[src/rtl/blocpu_program_sequencer.sv]
// Program sequencer for blocpu_core: streams host words into instruction memory,
// pulses the core reset, runs the core and reports halt, watchdog timeout or abort.
module blocpu_program_sequencer #(
    parameter int          ADDR_W         = 16,
    parameter int          MEM_DEPTH      = 4096,
    parameter int          RESET_CYCLES   = 4,
    parameter logic [31:0] MAX_RUN_CYCLES = 32'd1000000
) (
    input  logic              in_clk,
    input  logic              in_reset_n,
    input  logic              in_start,
    input  logic              in_abort,
    input  logic [11:0]       in_host_word,
    input  logic              in_host_valid,
    input  logic              in_host_last,
    output logic              out_host_ready,
    output logic [11:0]       out_core_instruction,
    output logic [ADDR_W-1:0] out_core_instruction_address,
    output logic              out_core_instruction_write,
    output logic              out_core_reset,
    output logic              out_core_running,
    input  logic              in_core_running,
    output logic              out_busy,
    output logic              out_done,
    output logic              out_timeout,
    output logic              out_overflow,
    output logic [ADDR_W:0]   out_program_length,
    output logic [31:0]       out_run_cycles
);

    typedef enum logic [2:0] {
        S_IDLE,
        S_LOAD_WAIT,
        S_LOAD_SETUP,
        S_LOAD_STROBE,
        S_CORE_RESET,
        S_RUN,
        S_DONE
    } state_t;

    localparam int                RCNT_W    = $clog2(RESET_CYCLES + 1);
    localparam logic [RCNT_W-1:0] RCNT_LAST = RCNT_W'(RESET_CYCLES - 1);
    localparam logic [ADDR_W-1:0] LAST_ADDR = ADDR_W'(MEM_DEPTH - 1);

    state_t              state_reg, state_next;
    logic [ADDR_W-1:0]   addr_reg, addr_next;
    logic [11:0]         instr_reg, instr_next;
    logic                last_reg, last_next;
    logic [ADDR_W:0]     length_reg, length_next;
    logic [31:0]         run_cycles_reg, run_cycles_next;
    logic                timeout_reg, timeout_next;
    logic                overflow_reg, overflow_next;
    logic [RCNT_W-1:0]   rcnt_reg, rcnt_next;
    logic                running_prev_reg, running_prev_next;

    logic busy;
    logic halt;

    assign busy = (state_reg != S_IDLE) && (state_reg != S_DONE);
    assign halt = running_prev_reg && !in_core_running;

    always_comb begin
        state_next        = state_reg;
        addr_next         = addr_reg;
        instr_next        = instr_reg;
        last_next         = last_reg;
        length_next       = length_reg;
        run_cycles_next   = run_cycles_reg;
        timeout_next      = timeout_reg;
        overflow_next     = overflow_reg;
        rcnt_next         = rcnt_reg;
        // Only tracks the core while in RUN, so it is always 0 on entry.
        running_prev_next = 1'b0;

        if (in_abort && busy) begin
            state_next = S_IDLE;
        end else begin
            case (state_reg)
                S_IDLE, S_DONE: begin
                    if (in_start && !in_abort) begin
                        addr_next       = '0;
                        length_next     = '0;
                        run_cycles_next = '0;
                        timeout_next    = 1'b0;
                        overflow_next   = 1'b0;
                        last_next       = 1'b0;
                        state_next      = S_LOAD_WAIT;
                    end
                end
                S_LOAD_WAIT: begin
                    if (in_host_valid) begin
                        instr_next = in_host_word;
                        last_next  = in_host_last;
                        state_next = S_LOAD_SETUP;
                    end
                end
                S_LOAD_SETUP: begin
                    state_next = S_LOAD_STROBE;
                end
                S_LOAD_STROBE: begin
                    length_next = length_reg + (ADDR_W+1)'(1);
                    if (last_reg) begin
                        rcnt_next  = '0;
                        state_next = S_CORE_RESET;
                    end else if (addr_reg == LAST_ADDR) begin
                        // Memory is full: truncate the program and run what fits.
                        overflow_next = 1'b1;
                        rcnt_next     = '0;
                        state_next    = S_CORE_RESET;
                    end else begin
                        addr_next  = addr_reg + ADDR_W'(1);
                        state_next = S_LOAD_WAIT;
                    end
                end
                S_CORE_RESET: begin
                    if (rcnt_reg == RCNT_LAST) begin
                        state_next = S_RUN;
                    end else begin
                        rcnt_next = rcnt_reg + RCNT_W'(1);
                    end
                end
                S_RUN: begin
                    running_prev_next = in_core_running;
                    if (halt) begin
                        state_next = S_DONE;
                    end else if ((MAX_RUN_CYCLES != 32'd0) && (run_cycles_reg == MAX_RUN_CYCLES)) begin
                        timeout_next = 1'b1;
                        state_next   = S_DONE;
                    end else if (run_cycles_reg != 32'hFFFF_FFFF) begin
                        run_cycles_next = run_cycles_reg + 32'd1;
                    end
                end
                default: begin
                    state_next = S_IDLE;
                end
            endcase
        end
    end

    always_ff @(posedge in_clk or negedge in_reset_n) begin
        if (!in_reset_n) begin
            state_reg        <= S_IDLE;
            addr_reg         <= '0;
            instr_reg        <= '0;
            last_reg         <= 1'b0;
            length_reg       <= '0;
            run_cycles_reg   <= '0;
            timeout_reg      <= 1'b0;
            overflow_reg     <= 1'b0;
            rcnt_reg         <= '0;
            running_prev_reg <= 1'b0;
        end else begin
            state_reg        <= state_next;
            addr_reg         <= addr_next;
            instr_reg        <= instr_next;
            last_reg         <= last_next;
            length_reg       <= length_next;
            run_cycles_reg   <= run_cycles_next;
            timeout_reg      <= timeout_next;
            overflow_reg     <= overflow_next;
            rcnt_reg         <= rcnt_next;
            running_prev_reg <= running_prev_next;
        end
    end

    // Core is held in reset while idle; it is released during loading so the
    // CORE_RESET phase produces a clean pulse of exactly RESET_CYCLES.
    assign out_host_ready               = (state_reg == S_LOAD_WAIT);
    assign out_core_instruction         = instr_reg;
    assign out_core_instruction_address = addr_reg;
    assign out_core_instruction_write   = (state_reg == S_LOAD_STROBE);
    assign out_core_reset               = (state_reg == S_IDLE) || (state_reg == S_CORE_RESET);
    assign out_core_running             = (state_reg == S_RUN);
    assign out_busy                     = busy;
    assign out_done                     = (state_reg == S_DONE);
    assign out_timeout                  = timeout_reg;
    assign out_overflow                 = overflow_reg;
    assign out_program_length           = length_reg;
    assign out_run_cycles               = run_cycles_reg;

endmodule

[config.mk]
export PLATFORM = sky130hd
export DESIGN_NAME = blocpu_program_sequencer
export DESIGN_NICKNAME = d
export VERILOG_FILES = /design/src/rtl/blocpu_program_sequencer.sv
export SDC_FILE = /design/constraint.sdc
export NUM_CORES = 1
export LEC_CHECK = 0
export CAP_MARGIN = 20
export CORE_MARGIN = 8
export CORE_UTILIZATION = 46
export CTS_CLUSTER_SIZE = 8
export DETAILED_ROUTE_END_ITERATION = 16
export MAX_ROUTING_LAYER = met4
export PLACE_DENSITY = 0.76
export SYNTH_ARGS = -nofsm -noshare
export SYNTH_HDL_FRONTEND = slang
export SYNTH_SLANG_ARGS = --single-unit
export TNS_END_PERCENT = 10
[constraint.sdc]
create_clock -name in_clk -period 2.4 [get_ports in_clk]
set_input_delay 0.24 -clock in_clk [delete_from_list [all_inputs] [get_ports in_clk]]
set_output_delay 0.24 -clock in_clk [all_outputs]
set_load 0.005 [all_outputs]
* Word-level counts from Yosys, hierarchy flattened
Index checks and enable logic that the tools add are counted.
** Word-level totals
- Input port bits :: 19
- Register bits :: 87
** Operators by class
- Muxes and demuxes :: 35
- Equality and inequality tests :: 26
- Bitwise gates (word level) :: 1
- Reduce and logical (&&, ||, !) cells :: 23
- Add/subtract/negate cells :: 4
** Operators by type and width (number)
- $mux 32 :: 4
- $pmux 32 s2 :: 1
- $mux 16 :: 3
- $pmux 17 s2 :: 1
- $mux 3 :: 11
- $add 32x1->32 const B :: 1
- $eq 32x20->1 const B :: 1
- $ne 32x32->1 const B :: 1
- $pmux 16 s2 :: 1
- $pmux 3 s6 :: 1
- $add 17x1->17 const B :: 1
- $mux 17 :: 1
- $add 16x1->16 const B :: 1
- $eq 16x12->1 const B :: 1
- $reduce_and 5->1 :: 3
- $ne 2x2->1 const B :: 7
- $reduce_and 4->1 :: 3
- $eq 3x2->1 const B :: 3
- $eq 3x3->1 const B :: 3
- $ne 3x3->1 const B :: 3
- $mux 1 :: 8
- $reduce_bool 2->1 :: 4
- $ne 2x1->1 const B :: 3
- $pmux 1 s2 :: 3
- other kinds (15) :: 20

* Logic depth before layout (Yosys ltp)
- Depth in word-level cells :: 5
- Gate-level depth with buffers :: 9
- Mapped depth without buffers :: 8

* Worst setup path before layout
No wires, ideal clock.
- Path type :: register to register
- From :: register run_cycles_reg[20], in the netlist out_run_cycles[20]
- To :: register run_cycles_reg[7], in the netlist out_run_cycles[7]
- Arrival :: 2467 ps
- Data required time :: 2261 ps
- Stages on the path, launching flop included :: 9
- Setup slack :: -206 ps
- Path buffers :: 2
- Clock period less this slack :: 2606 ps
- Cell sequence :: dfrtp_1 buf_6 or4_1 or4_4 nor4_2 nor3b_2 clkbuf_1 a21oi_1 a31oi_1
** Between the ends
- Longest elaborated chain between the ends :: 3
- Elaborated cells on any way between the ends :: 5
- Those cells by class :: 4 x eq/ne; 1 x reduce/logical
** RTL lines
- from (decl) :: line 50 : logic [31:0] run_cycles_reg, run_cycles_next;
- from (signal assigned) :: line 158 : run_cycles_reg <= run_cycles_next;
- $ne 32x32->1 / $eq 32x20->1 (equally long branches) :: line 129, 126
- $ne 2x1->1 (no source line) / $ne 2x2->1 (equally long branches)
- $reduce_and 6->1 (no source line) (*)
Every way passes the cells marked *; elsewhere a longest branch is shown, timed or not.
A chain may end at the register's enable or synchronous reset.

* Final worst setup path
- From :: register run_cycles_reg[21], in the netlist out_run_cycles[21]
- To :: register run_cycles_reg[8], in the netlist out_run_cycles[8]
Same word-level chain as after synthesis.

==> impl.org <==
** Synth
- After synthesis, the mean cell area works out to around 9 um2.
- Async set-or-reset flop fraction in the synthesized netlist :: 1.00
- By area the synthesized netlist is led by sky130_fd_sc_hd__dfrtp_1 (47%), sky130_fd_sc_hd__nor2_1 (4.7%), sky130_fd_sc_hd__o21ai_0 (4.7%).
- Post-Synthesis Cells :: 518
- Area fraction in and, or, nand and nor cells after synthesis :: 0.250
- During synthesis, Yosys emitted a total of 0 warnings.
- Cell area after technology mapping :: around 0.0047 mm2
- Top post-synthesis cells by count :: sky130_fd_sc_hd__dfrtp_1 (87), sky130_fd_sc_hd__nor2_1 (59), sky130_fd_sc_hd__nand2_1 (44), sky130_fd_sc_hd__o21ai_0 (44), sky130_fd_sc_hd__nand3_1 (32)
- Fraction of the mapped netlist area in compound gates :: 0.147
- Cell type contributing the most total cell area after synthesis :: sky130_fd_sc_hd__dfrtp_1
- Leading cell type by number of instances after synthesis :: sky130_fd_sc_hd__dfrtp_1
- After synthesis the netlist holds a flip-flop and latch count of 87.
- Measured against the total synthesized area, the mux share comes to 0.0356.
- The most used flip-flop cell after synthesis is sky130_fd_sc_hd__dfrtp_1.
- Area share of the leading cell type in the synthesized netlist :: 0.466
- Post-synth cell types :: just over 50
- Of the synthesized area, sequential elements account for 0.466.
- Yosys mapped a number of flops with a built-in enable equal to 0.
- Dominant combinational cell family by area after synthesis :: simple AND/OR/NAND/NOR gates
- Share of the synthesized netlist area taken by xor and xnor gates :: 0.0469
- Of the total synthesized cell area, the portion taken by full adders, half adders and majority gates is 0.0161.
- The number of nets handed over by synthesis was 543.

** Clock tree
- Buffer levels on the longest clock path :: 2
- Clock tree from TritonCTS :: done
- Buffers inserted during clock tree synthesis total 9.
- CTS built an H-tree with a depth of 3.
- Root Buffer :: sky130_fd_sc_hd__clkbuf_8
- After clock tree synthesis, the clock-pin slew on the worst setup and hold paths is around 0.09 ns.
- Number of clock sinks seen by CTS :: 87
- Clock network latency to the later pin of the worst-skew pair :: 0.36 ns

** STA
- Total count of hold-check failures in the final report :: 0
- Of the available clock period, the critical path in the final layout requires 0.992.
- Number of max-slew violations in the final report :: 0
- For this run, the top clock speed supported by timing is 0.420 GHz.
- Counting I/O delays and the setup requirement, the final critical path takes 2.38 ns.
- Worst slew slack as a fraction of its limit :: 0.604
- In the final timing run, aggregate negative setup slack is 0 ns.
- Maximum clock skew at final layout :: between 0.008 and 0.009 ns
- Final number of setup-violating endpoints :: 0
- At the pin with the least slew margin, the transition time is approximately 0.59 ns.
- Smallest setup slack after layout :: 0.0197 ns
- Setup repair after global routing could not meet its margin everywhere.

** Placement
- Count of input and output buffers :: between 100 and 150
- Detailed placement ended at an HPWL of 9.59 mm.
- Routability-driven placement finished with a final weighted congestion of 0.896.
- OpenSTA, run right after detailed placement, puts the worst setup slack at 0.0469 ns.
- The placed instances occupy a cell area of 0.00604 mm2.

** Finish
- After routing the design area is 0.00631 mm2.
- Area taken by flip-flops and latches :: 0.00218 mm2
- Filler cells :: 833
- # diodes :: 0
- In the final layout, the multi-input gates occupy 0.00236 mm2.
- Area delta synth->final :: 35.2%
- The final layout contains 667 nets.
- Layout cell share with drive strength beyond 1 :: 0.122
- Number of flip-flops under the largest register name :: 32

** Detailed routing
- Total via count in the routed design :: 4474
- The routed design has 13.1 mm of wire.
- Drc violations :: 0
- Number of DRC violations after detailed-routing iteration 0 :: 418
- Wire length per cell :: 16.8 um
- Dividing the detail-routed via count by the number of cells gives between 5 and 6.
- Number of antenna-violating nets in the routed design :: 0
- The first TritonRoute pass finished after 5 iterations.

** Critical path
- Slowest cell on the critical path :: sky130_fd_sc_hd__or4_1
- Worst Path Class, Setup :: reg2reg
- Critical-path maximum fanout :: 25
- Buf/Inv on CP :: 1
- Required time of the worst setup path :: between 2 and 3 ns
- Nature of the critical path startpoint :: flop
- The worst setup path is captured at a flop.
- Critical Path Max Stage Delay :: 0.52 ns
- Walking the worst path, the cells encountered are or4_1, or4_4, o41a_1, a31oi_4, buf_12, o21ai_0, o21ai_1.
- Critical Path AT :: 2.67 ns
- Among cell families on the critical path, the largest total delay comes from simple AND/OR/NAND/NOR gates.

** Die
- The initial utilization of the core area, before any placement, comes to 0.475.
- Count of pins on the block boundary :: 104
- Row cnt :: 36
- The floorplan step defined a core boundary enclosing 0.00982 mm2.
- Full die area :: 0.0136 mm2
- In this run the horizontal extent of the chip is about 120 um.
- Die height :: around 120 um

** Global routing
- Aggregate global routing overflow :: 0
- GRT Total Usage :: 0.201
- Antenna violations before repair :: 0
- The first global-routing pass estimated 21.4 mm of wire.
- Entering global routing, the biggest net connects 54 pins.
- The number of global-route vias before repair is 4330.

** Status
- The run finished with clean final reports.

** Power
- Leakage power figure :: 0.00262 uW
- Across the VDD grid, the largest voltage drop is 0.000350 V.
- Power spread over the standard cell area amounts to 617 mW/mm2.

** Run
- Maximum capacitance violations :: 0

** Hold path
- The worst hold path belongs to the class in2async.
==> kinds of logic (layout without fill, tap and decap cells) <==
logic type               after synthesis  count (layout)
XOR/XNOR                              25              25
flip-flops                            87              87
adder cells (fa/ha/maj)                6               6
AND/OR/NAND/NOR                      230             230
buffers and inverters                 41             170
AO/OA/AOI/OAI                        114             114
multiplexers                          15              15
==> worst register-to-register path, cell delays in order, from the launching register on <==
cell	delay [ns]
sky130_fd_sc_hd__dfrtp_1	0.39
sky130_fd_sc_hd__or4_1	0.52
sky130_fd_sc_hd__or4_4	0.45
sky130_fd_sc_hd__o41a_1	0.38
sky130_fd_sc_hd__a31oi_4	0.18
sky130_fd_sc_hd__buf_12	0.19
sky130_fd_sc_hd__o21ai_0	0.12
sky130_fd_sc_hd__o21ai_1	0.09
==> per-stage QoR <==
step	power [uW]	util	hold slack (ns)	cells
after global routing	4090	0.643	0.421	780
after floorplan	2230	-	-0.0556	518
final	3900	0.643	0.365	780
after global placement	2740	0.615	0.222	762
after detailed placement	2780	0.615	0.226	762
after CTS	3930	0.639	0.382	779
==> placed cells by master (no fill, tap or decap), types with 4 or more instances in the layout <==
cell,count
sky130_fd_sc_hd__nand4_1,19
sky130_fd_sc_hd__nand3b_1,4
sky130_fd_sc_hd__and3_1,12
sky130_fd_sc_hd__o21ai_1,24
sky130_fd_sc_hd__buf_4,31
sky130_fd_sc_hd__or3_1,5
sky130_fd_sc_hd__nand2_1,43
sky130_fd_sc_hd__and2_1,4
sky130_fd_sc_hd__nor2b_1,5
sky130_fd_sc_hd__xnor2_1,16
sky130_fd_sc_hd__mux2_2,13
sky130_fd_sc_hd__nand3_1,32
sky130_fd_sc_hd__dfrtp_1,87
sky130_fd_sc_hd__a31oi_1,11
sky130_fd_sc_hd__clkdlybuf4s50_1,102
sky130_fd_sc_hd__a21oi_1,27
sky130_fd_sc_hd__and4_1,6
sky130_fd_sc_hd__inv_1,15
sky130_fd_sc_hd__o21ai_0,28
sky130_fd_sc_hd__ha_1,5
sky130_fd_sc_hd__nor4_1,6
sky130_fd_sc_hd__nor2_1,58
sky130_fd_sc_hd__xor2_1,9
sky130_fd_sc_hd__clkbuf_8,10
sky130_fd_sc_hd__a41oi_1,4
sky130_fd_sc_hd__nor3_1,16
sky130_fd_sc_hd__nand2b_1,4
==> timing repair <==
| action | 4_1_cts | 5_1_grt |
|---|---|---|
| setup endpoints to repair | 0 | 33 |
| buffers inserted | 0 | 1 |
| resized for setup | 0 | 24 |
| hold buffers | 1 | 0 |
| hold endpoints to repair | 34 | 0 |
==> per-layer routing <==
layer | track usage | vias to the layer above | share of wire | wire length (um)
li1 | - | 2126 | - | -
met5 | - | - | 0 | 0
met1 | 0.249 | 2153 | 0.43 | 5630
met3 | 0.0424 | 12 | 0.080 | 1040
met4 | 0.0546 | 0 | 0.011 | 144
met2 | 0.327 | 183 | 0.48 | 6280
==> area by class of cell <==
type	instances	area share
tap	133	0.0264
sequential	87	0.345
multi-input combinational	390	0.374
clock buffer	11	0.0224
clock inverter	5	0.0129
inverter	17	0.0101
timing repair buffer	137	0.210
==> final timing paths <==
| kind | start | endpoint | slack (ns) | depth (start not counted) |
|---|---|---|---|---|
| setup / recovery | out_run_cycles[21] | out_run_cycles[8] | 0.02 | 7 |
| hold reg to reg | out_core_instruction[3] | out_core_instruction[3] | 0.51 | 1 |
| setup reg to reg | out_run_cycles[21] | out_run_cycles[8] | 0.02 | 7 |
| hold / removal | in_reset_n | out_program_length[14] | 0.37 | 2 |
| min in group in_clk | in_host_word[3] | out_core_instruction[3] | 0.50 | 2 |
| max in group asynchronous | in_reset_n | out_run_cycles[21] | 1.38 | 3 |
==> where the power goes <==
part	internal [uW]	total, uW	switching, uW	leakage (uW)
registers	1620	1760	134	0.00118
logic	556	992	436	0.00132
clock network	615	1150	531	0.000110
(Power assumes the default switching activity.)
